File: config.mk
export PLATFORM = sky130hd
export DESIGN_NAME = fetch_sequencer
export DESIGN_NICKNAME = d
export VERILOG_FILES = /design/src/rtl/fetch_sequencer.sv
export SDC_FILE = /design/constraint.sdc
export NUM_CORES = 1
export LEC_CHECK = 0
export BUFFER_PORTS_ARGS = -buffer_cell sky130_fd_sc_hd__buf_2
export CORE_AREA = 3 3 77 79
export CTS_BUF_LIST = sky130_fd_sc_hd__clkbuf_8
export DETAILED_ROUTE_END_ITERATION = 6
export DIE_AREA = 0 0 80 82
export GPL_ROUTABILITY_DRIVEN = 0
export PLACE_DENSITY_LB_ADDON = 0.15
export SYNTH_ARGS = -nofsm -noshare
export SYNTH_HDL_FRONTEND = slang
export SYNTH_SLANG_ARGS = --single-unit
export TNS_END_PERCENT = 1
File: constraint.sdc
create_clock -name clk -period 2 [get_ports clk]
set_input_delay 0.3 -clock clk [delete_from_list [all_inputs] [get_ports clk]]
set_output_delay 0.3 -clock clk [all_outputs]
set_load 0.005 [all_outputs]
File: src/rtl/fetch_sequencer.sv
// PC and fetch control: sequential/branch/halt next-PC selection, cmp zero flag,
// and a synchronised, debounced push button that releases a halted program.
module fetch_sequencer #(
    parameter int ADDR_WIDTH      = 12,
    parameter int INST_WIDTH      = 16,
    parameter int DEBOUNCE_CYCLES = 500000
) (
    input  logic                  clk,
    input  logic                  reset,
    input  logic                  run_en,
    input  logic [INST_WIDTH-1:0] instr,
    input  logic                  alu_zero,
    input  logic                  button,
    output logic [ADDR_WIDTH-1:0] pc,
    output logic                  halted,
    output logic                  zero_flag,
    output logic                  btn_pulse
);

    localparam int SYNC_STAGES = 2;
    localparam int CNT_WIDTH   = $clog2(DEBOUNCE_CYCLES + 1);
    localparam logic [CNT_WIDTH-1:0] CNT_LAST = CNT_WIDTH'(DEBOUNCE_CYCLES - 1);

    localparam logic [3:0] OP_HALT = 4'b0000;
    localparam logic [3:0] OP_JMP  = 4'b0010;
    localparam logic [3:0] OP_JNE  = 4'b0011;
    localparam logic [3:0] OP_JE   = 4'b0100;
    localparam logic [3:0] OP_CMP  = 4'b1000;

    typedef enum logic {
        ST_RUN  = 1'b0,
        ST_HALT = 1'b1
    } state_t;

    logic [SYNC_STAGES-1:0] sync_reg;
    logic                   synced;
    logic                   stable_reg;
    logic [CNT_WIDTH-1:0]   cnt_reg;
    logic                   btn_pulse_reg;

    state_t                 state_reg, state_next;
    logic [ADDR_WIDTH-1:0]  pc_reg, pc_next;
    logic                   zero_flag_reg, zero_flag_next;

    logic [3:0]             opcode;
    logic [ADDR_WIDTH-1:0]  target;
    logic [ADDR_WIDTH-1:0]  pc_inc;

    assign synced = sync_reg[SYNC_STAGES-1];

    always_ff @(posedge clk) begin
        if (reset) begin
            sync_reg <= '0;
        end else begin
            sync_reg <= {sync_reg[SYNC_STAGES-2:0], button};
        end
    end

    // The level is accepted only after it has differed from the stable value
    // for DEBOUNCE_CYCLES consecutive cycles; any bounce back restarts the count.
    always_ff @(posedge clk) begin
        if (reset) begin
            stable_reg    <= 1'b0;
            cnt_reg       <= '0;
            btn_pulse_reg <= 1'b0;
        end else begin
            btn_pulse_reg <= 1'b0;
            if (synced == stable_reg) begin
                cnt_reg <= '0;
            end else if (cnt_reg == CNT_LAST) begin
                stable_reg    <= synced;
                cnt_reg       <= '0;
                btn_pulse_reg <= synced;
            end else begin
                cnt_reg <= cnt_reg + 1'b1;
            end
        end
    end

    assign opcode = instr[INST_WIDTH-1 -: 4];
    assign target = instr[ADDR_WIDTH-1:0];
    assign pc_inc = pc_reg + ADDR_WIDTH'(1);

    always_ff @(posedge clk) begin
        if (reset) begin
            state_reg     <= ST_RUN;
            pc_reg        <= '0;
            zero_flag_reg <= 1'b0;
        end else begin
            state_reg     <= state_next;
            pc_reg        <= pc_next;
            zero_flag_reg <= zero_flag_next;
        end
    end

    always_comb begin
        state_next     = state_reg;
        pc_next        = pc_reg;
        zero_flag_next = zero_flag_reg;
        if (run_en) begin
            case (state_reg)
                ST_RUN: begin
                    case (opcode)
                        OP_HALT: state_next = ST_HALT;
                        OP_JMP:  pc_next = target;
                        OP_JNE:  pc_next = zero_flag_reg ? pc_inc : target;
                        OP_JE:   pc_next = zero_flag_reg ? target : pc_inc;
                        OP_CMP: begin
                            zero_flag_next = alu_zero;
                            pc_next        = pc_inc;
                        end
                        default: pc_next = pc_inc;
                    endcase
                end
                ST_HALT: begin
                    // Only a pulse seen while halted resumes; pulses in RUN are dropped.
                    if (btn_pulse_reg) begin
                        pc_next    = pc_inc;
                        state_next = ST_RUN;
                    end
                end
                default: state_next = ST_RUN;
            endcase
        end
    end

    assign pc        = pc_reg;
    assign halted    = (state_reg == ST_HALT);
    assign zero_flag = zero_flag_reg;
    assign btn_pulse = btn_pulse_reg;

endmodule

# Yosys cells after proc, flatten, opt, wreduce, memory -nomap -nowiden
# Index checks and enable logic that the tools add are counted.
dict set report op_classes {
  addsub 2
  eq_ne 8
  mux 8
  n_bitwise 3
  n_reduce_logical 6
}
# cell n
set ops {}
lappend ops {{$pmux 12 s4} 1}
lappend ops {{$mux 12} 3}
lappend ops {{$pmux 12 s2} 1}
lappend ops {{$add 19x1->19 const B} 1}
lappend ops {{$eq 19x19->1 const B} 1}
lappend ops {{$add 12x1->12 const B} 1}
lappend ops {{$eq 4x2->1 const B} 2}
lappend ops {{$reduce_and 3->1} 2}
lappend ops {{$reduce_or 3->1} 2}
lappend ops {{$eq 4x3->1 const B} 1}
lappend ops {{$eq 4x4->1 const B} 1}
lappend ops {{$logic_not 4->1} 1}
lappend ops {{$ne 2x2->1 const B} 2}
lappend ops {{$not 1->1} 3}
lappend ops {{$mux 1} 2}
lappend ops {{$pmux 1 s2} 1}
lappend ops {{$reduce_and 2->1} 1}
lappend ops {{$eq 1x1->1} 1}
dict set report word_totals {
  regBits 37
  inputBits 21
  word_cells 34
}

# Logic depth before layout (Yosys ltp)
# Gate-level depths: netlist (run 1).
dict set report logic_depth {
  depth_word 4
  ltp_mapped 7
}

# Worst setup path before layout (run 1)
# OpenSTA, ideal clock, no wires.
dict set report synth_timing {
  kind {register to register}
  start {register pc_reg[0] (netlist: pc[0])}
  end {register pc_reg[10] (netlist: pc[10])}
  setup_ns 0.092
  arrival_ns 1.570
  required_time_ns 1.908
  slack_ns 0.338
  stages_incl_launch_ff 6
  period_less_slack_ns 1.662
  cell_sequence {dfxtp_1 -> ha_1 -> nand3_1 -> or3_2 -> o31a_1 -> o32ai_1}
}
dict set report synth_via {
  elab_chain_len 4
  word_cells_on_any_way 6
}
# item line
set synth_rtl {}
lappend synth_rtl {{from (decl)} 42} ;# logic [ADDR_WIDTH-1:0] pc_reg, pc_next;
lappend synth_rtl {{from (signal assigned)} 91} ;# pc_reg <= pc_next;
lappend synth_rtl {{$add 12x1->12 (*)} 82} ;# assign pc_inc = pc_reg + ADDR_WIDTH'(1);
lappend synth_rtl {{$mux 12 (on tied branches)} {107, 106}}
lappend synth_rtl {{$pmux 12 s4} 103} ;# case (opcode)
lappend synth_rtl {{$pmux 12 s2 (*)} 101} ;# case (state_reg)
# Every way passes the cells marked *; elsewhere a longest branch is shown, timed or not. The select of a mux whose other input is x is not followed.
# A chain may end at the register's enable or synchronous reset.

# Worst setup path in the final report (run 1)
dict set report layout_timing {
  start {register cnt_reg[12]}
  end {register cnt_reg[10]}
}
dict set report layout_via {
  elab_chain_len 2
}
# item line
set layout_rtl {}
lappend layout_rtl {{from (decl)} 38} ;# logic [CNT_WIDTH-1:0] cnt_reg;
lappend layout_rtl {{from (signal assigned)} 75} ;# cnt_reg <= cnt_reg + 1'b1;
lappend layout_rtl {{$eq 19x19->1} 70} ;# end else if (cnt_reg == CNT_LAST) begin
lappend layout_rtl {{$reduce_or 3->1 (no source line)} -}
# No other way between the ends.

==> results of run 1 <==
[stage by stage]
stage | area, sq um | setup slack [ns] | cells
floorplan | 1860 | 0.338 | 217
global placement | 2160 | 0.162 | 325
detailed placement | 2160 | 0.148 | 325
CTS | 2280 | 0.207 | 333
global route | 2280 | 0.0128 | 333
finish | 2280 | 0.239 | 333
[report_power, final]
| group | internal [mW] | total [mW] | switching [mW] |
|---|---|---|---|
| clock | 0.373 | 0.663 | 0.290 |
| combinational | 0.0630 | 0.138 | 0.0754 |
| sequential | 0.749 | 0.762 | 0.0134 |
[kinds of logic (layout without fill, tap and decap cells)]
logic type,count (synthesis),after routing,share of synthesized area (%)
compound gates,35,35,15.1
xor+xnor,18,18,8.47
fa+ha+maj,2,2,1.34
simple gates,100,100,27.7
mux,6,6,3.23
buf+inv,19,63,4.37
flops,37,37,39.8
[layout by cell type (no fill, tap or decap), types with 2 or more instances in the layout]
| master | netlist | final |
|---|---|---|
| and2_1 | 3 | 3 |
| or3_2 | 2 | 2 |
| o32ai_1 | 7 | 7 |
| a21oi_1 | 12 | 12 |
| nand3_1 | 15 | 15 |
| or3_1 | 3 | 3 |
| inv_1 | 9 | 9 |
| and4_1 | 3 | 3 |
| mux2i_1 | 6 | 6 |
| a31oi_1 | 3 | 3 |
| nand2_1 | 14 | 14 |
| o31a_1 | 2 | 2 |
| nor2_1 | 33 | 33 |
| a2111oi_2 | 2 | 2 |
| nand2b_1 | 4 | 4 |
| clkbuf_8 | 0 | 5 |
| dfxtp_1 | 37 | 37 |
| and3_1 | 5 | 5 |
| xnor2_1 | 2 | 2 |
| ha_1 | 2 | 2 |
| nor3_1 | 3 | 3 |
| nor2b_1 | 3 | 3 |
| xor2_1 | 16 | 16 |
| buf_2 | 5 | 35 |
| nand4_1 | 6 | 6 |
| buf_4 | 1 | 11 |
| nor4b_1 | 2 | 2 |
[synthesized netlist by cell type, drive strengths merged (4+ instances only)]
library cell,count
inv,9
nand2b,4
nand3,16
clkbuf,4
mux2i,6
xor2,16
nor2,33
buf,6
nand4,6
or3,5
dfxtp,37
nand2,14
a21oi,12
and3,5
o32ai,7
[routing by layer]
metal	vias to the layer above	routed length [um]
met5	-	0
met4	0	74
met3	6	209
met2	34	1900
met1	763	2200
li1	860	-
[final cells by class]
type	instances	area (sq um)
Clock buffer	5	68.8
Clock inverter	3	46.3
Fill cell	593	3130
Inverter	9	33.8
Multi-Input combinational cell	161	1040
Sequential cell	37	741
Tap cell	72	90.1
Timing Repair Buffer	46	258
[worst max-delay path by stage]
stage	startpoint	to
after floorplan	pc[0]$_SDFFE_PP0P_	pc[10]$_SDFFE_PP0P_
after global placement	instr[14]	pc[4]$_SDFFE_PP0P_
after detailed placement	instr[14]	pc[9]$_SDFFE_PP0P_
after CTS	cnt_reg[12]$_SDFF_PP0_	cnt_reg[10]$_SDFF_PP0_
after global routing	cnt_reg[12]$_SDFF_PP0_	cnt_reg[10]$_SDFF_PP0_
final	cnt_reg[12]$_SDFF_PP0_	cnt_reg[10]$_SDFF_PP0_
[critical path, cell delays in order (launching register included)]
cell	delay, ns
dfxtp_1	0.35
nor4b_1	0.44
nand4_1	0.17
nor4_2	0.22
or2_2	0.37
nor2_1	0.10
==> results.py, run 1 <==
metrics = {
    "grt": {
        "grt_antenna_before_repair": 0,
        "grt_pass1_wl_um": 7610,
        "met3_usage_pct": 4.39,
        "gr-usage-all-layers_pct": 14.9,
        "grtUsageMet2_pct": 22.8,
        "grt_overflow": 0,
        "grt_max_degree": 19,
        "grt_util_met1_pct": 19.4,
        "grt_busiest_layer": "met2",
        "grt_pass1_vias": 1644,
    },
    "floorplan": {
        "start_util_pct": 34.4,
        "row_count": 27,
        "io_pins": 36,
        "die_h_um": 82,
        "chipWidth_um": 80,
        "fp.coreArea_sq_um": 5410,
        "dieArea_sq_um": 6560,
    },
    "cts": {
        "htreeDepth": 2,
        "clkLatencyLatePin_ns": 0.29,
        "clk_pin_slew_worst_paths_ns": 0.08,
        "cts_tree": "yes",
        "cts-resized-gates": 0,
        "cts_max_path_buffers": 2,
        "cts.sinks": 37,
        "holdBufCountCts": 0,
        "post_cts_buffers": 0,
        "root_buffer": "clkbuf_8",
        "cts_inserted_buffers": 5,
    },
    "worst_setup_path": {
        "rrSetupSlack_ns": 0.24,
        "required_ns": 2.18,
        "crit_arrival_ns": 1.94,
        "reg2reg_to": "cnt_reg[10]$_SDFF_PP0_",
        "rr_startpoint": "cnt_reg[12]$_SDFF_PP0_",
        "start_kind": "register",
        "endpoint_kind": "register",
        "worst-setup-path-type": "register to register",
        "rr_worst_depth": 5,
        "worst-path-max-fanout": 17,
    },
    "synth": {
        "synth_nets": 240,
        "synth_cell_types": 40,
        "synth_top_area_share_pct": 39.8,
        "synthCells": 217,
        "syn_avg_cell_area_sq_um": 8.57,
        "synth_area_leaders": "dfxtp_1, xor2_1, nor2_1, nand3_1, o32ai_1",
        "ys_seq_elements": 37,
        "synth_edf_count": 0,
        "synthFlopType": "dfxtp_1",
        "ys_seq_area_share_pct": 39.8,
        "syn-cell-area_sq_um": 1860,
        "yosysTopAreaCell": "dfxtp_1",
        "yosysWarnings": 0,
        "async_flop_share_pct": 0,
    },
    "layout": {
        "syn2layout_area_growth_pct": 22.3,
        "antenna-diode-count": 0,
        "post-route-util_pct": 42.1,
        "drive_above_1_share_pct": 24.5,
        "nets": 283,
        "largest_reg_flops": 19,
    },
    "drt": {
        "drc": 0,
        "vias": 1663,
        "dr.pass1.iters": 4,
        "wl_per_cell_um": 13.2,
        "viasPerCell": 4.99,
        "antenna_left": 0,
        "wl_um": 4390,
        "drtIter0Drc": 66,
    },
    "timing": {
        "final_max_slew_viol_count": 0,
        "fin_tns_setup_ns": 0,
        "setup_viol": 0,
        "post-route-min-period_ns": 1.76,
        "finalHoldViolations": 0,
        "clock_skew_ns": 0.00391,
        "relSlewSlack_pct": 64.7,
        "rsz0062_at_grt": "no",
        "fmax_ghz": 0.568,
        "tightest_slew_ns": 0.528,
        "hold_slack_ns": 0.227,
        "fin_crit_sh_pct": 88.1,
    },
    "pwr": {
        "leakage_nw": 0.878,
        "finalPower_mw": 1.56,
        "p_per_area_nw_per_um2": 687,
        "vdd.ir_drop.worst_uv": 248,
    },
    "worst_hold_path": {
        "min_path_type": "input pin to register",
        "hold_depth": 2,
        "worstHoldEndpoint": "sync_reg[0]$_SDFF_PP0_",
        "min_from": "button",
    },
    "placement": {
        "hpwl_um": 3170,
        "numPortBuffers": 35,
    },
    "job": {
        "drv_cap": 0,
    },
    "status": {
        "status": "complete, no violations",
    },
}
No activity file was read; power rests on OpenSTA's default activity.
==> inputs of run 2 (changes only) <==
Settings changed: GPL_TIMING_DRIVEN set to 0, SETUP_SLACK_MARGIN set to 0.02.
==> run 2 against run 1 <==
  * Non-clock buffer count decreased by 1
  * Worst hold slack lost 0.0016 ns
  * Sequential cell count unchanged
  * Highest routed layer unchanged
  * Power shrank 8.0%
  * Worst setup slack got worse by 0.097 ns
  * Sequential share of layout area grew 0.56 points
  * Die area unchanged
==> results.py, run 2 (synthesis results as in run 1) <==
metrics = {
    "status": {
        "status": "complete, no violations",
    },
    "timing": {
        "setup_viol": 0,
        "fin_tns_setup_ns": 0,
        "post-route-min-period_ns": 1.86,
        "relSlewSlack_pct": 62.1,
        "finalHoldViolations": 0,
        "fmax_ghz": 0.538,
        "hold_slack_ns": 0.225,
        "final_max_slew_viol_count": 0,
        "fin_crit_sh_pct": 92.9,
        "clock_skew_ns": 0.00295,
        "rsz0062_at_grt": "no",
        "tightest_slew_ns": 0.568,
    },
    "layout": {
        "nFillCells": 565,
        "layout_commonest_cell": "buf_2",
        "final_cell_mix": "buf_2, dfxtp_1, nor2_1",
        "largest_reg_flops": 19,
        "design_area_sq_um": 2240,
        "syn2layout_area_growth_pct": 20.4,
        "antenna-diode-count": 0,
        "nets": 282,
        "drive_above_1_share_pct": 23.9,
    },
    "floorplan": {
        "dieArea_sq_um": 6560,
        "die_h_um": 82,
        "chipWidth_um": 80,
        "start_util_pct": 34.4,
        "io_pins": 36,
        "fp.coreArea_sq_um": 5410,
        "row_count": 27,
    },
    "placement": {
        "place_area_sq_um": 2130,
        "hpwl_um": 3240,
        "numPortBuffers": 35,
    },
    "worst_setup_path": {
        "crit_arrival_ns": 2.06,
        "endpoint_kind": "register",
        "start_kind": "register",
        "worst-setup-path-type": "register to register",
        "reg2reg_to": "pc[10]$_SDFFE_PP0P_",
        "required_ns": 2.20,
        "worst-path-max-fanout": 6,
        "rr_startpoint": "pc[1]$_SDFFE_PP0P_",
        "rrSetupSlack_ns": 0.14,
        "rr_worst_depth": 5,
    },
    "worst_hold_path": {
        "worstHoldEndpoint": "sync_reg[0]$_SDFF_PP0_",
        "min_path_type": "input pin to register",
        "min_from": "button",
        "hold_depth": 2,
    },
    "drt": {
        "antenna_left": 0,
        "vias": 1655,
        "wl_um": 4460,
        "viasPerCell": 5.00,
        "wl_per_cell_um": 13.5,
        "drtIter0Drc": 84,
        "dr.pass1.iters": 4,
        "drc": 0,
    },
    "cts": {
        "clk_pin_slew_worst_paths_ns": 0.07,
        "cts.sinks": 37,
        "post_cts_buffers": 0,
        "cts_tree": "yes",
        "clkLatencyLatePin_ns": 0.29,
        "root_buffer": "clkbuf_8",
        "cts_max_path_buffers": 2,
        "htreeDepth": 2,
        "holdBufCountCts": 0,
        "cts_inserted_buffers": 5,
    },
    "grt": {
        "grt_max_degree": 12,
        "grt_overflow": 0,
        "grt_pass1_wl_um": 7630,
        "gr-usage-all-layers_pct": 14.7,
        "grt_pass1_vias": 1615,
        "grt_antenna_before_repair": 0,
    },
    "pwr": {
        "leakage_nw": 0.843,
        "vdd.ir_drop.worst_uv": 209,
        "p_per_area_nw_per_um2": 642,
    },
    "job": {
        "drv_cap": 0,
    },
}
==> run 2: cell count changes in the layout (fill, tap and decap cells not counted), sizes merged <==
cell | before | now
clkinv | 1 | 0
buf | 46 | 41
clkbuf | 5 | 10
bufinv | 1 | 0
==> run 2: power by group <==
part / leakage (nW) / internal [mW] / switching [mW] / total, mW
clock: 0.0433 / 0.273 / 0.274 / 0.546
sequential: 0.300 / 0.749 / 0.0169 / 0.766
combinational: 0.500 / 0.0537 / 0.0717 / 0.125
==> run 2: worst max-delay path by stage <==
stage	start	end	slack [ns]	cells after the start
3_3_place_gp	instr[15]	pc[6]$_SDFFE_PP0P_	0.08	6
6_report	pc[1]$_SDFFE_PP0P_	pc[10]$_SDFFE_PP0P_	0.14	5
5_1_grt	pc[1]$_SDFFE_PP0P_	pc[10]$_SDFFE_PP0P_	0.03	5
2_1_floorplan	pc[0]$_SDFFE_PP0P_	pc[10]$_SDFFE_PP0P_	0.34	5
4_1_cts	pc[0]$_SDFFE_PP0P_	pc[10]$_SDFFE_PP0P_	0.07	5
3_5_place_dp	instr[15]	pc[6]$_SDFFE_PP0P_	0.07	6
==> run 2: repair_timing <==
| action | CTS | global route |
|---|---|---|
| endpoints found under the hold margin | 0 | 0 |
| resized for setup | 0 | 5 |
| endpoints found under the setup margin | 0 | 14 |
==> run 2: layer usage <==
| layer | track usage, % | wire (um) | up-vias |
|---|---|---|---|
| li1 | - | - | 857 |
| met1 | 19.5 | 2270 | 772 |
| met2 | 23.4 | 2000 | 22 |
| met3 | 3.73 | 151 | 4 |
| met4 | 4.56 | 38 | 0 |
| met5 | 0 | 0 | - |
==> run 2: final cells by class <==
class	count	area (sq um)	area share, %
buffer	10	47.5	2.12
clock buffer	6	82.6	3.69
clock inverter	1	7.51	0.335
inverter	9	33.8	1.51
multi-input combinational	161	1060	47.4
sequential	37	742	33.1
tap	72	90.1	4.02
timing repair buffer	35	175	7.82
==> run 2: metrics by stage <==
stage	std cells	setup slack, ns	util [%]	power [mW]
5_1_grt	331	0.0308	41.5	1.50
3_3_place_gp	324	0.0761	39.3	0.907
2_1_floorplan	217	0.338	-	0.851
4_1_cts	331	0.0715	41.0	1.46
3_5_place_dp	324	0.0702	39.3	0.909
6_report	331	0.141	41.5	1.44
==> run 2: worst max-delay path: stages, from the launching register on <==
cell,delay (ns)
dfxtp_1,0.41
ha_1,0.23
nand3_1,0.22
or3_2,0.55
o31a_1,0.25
o32ai_1,0.11
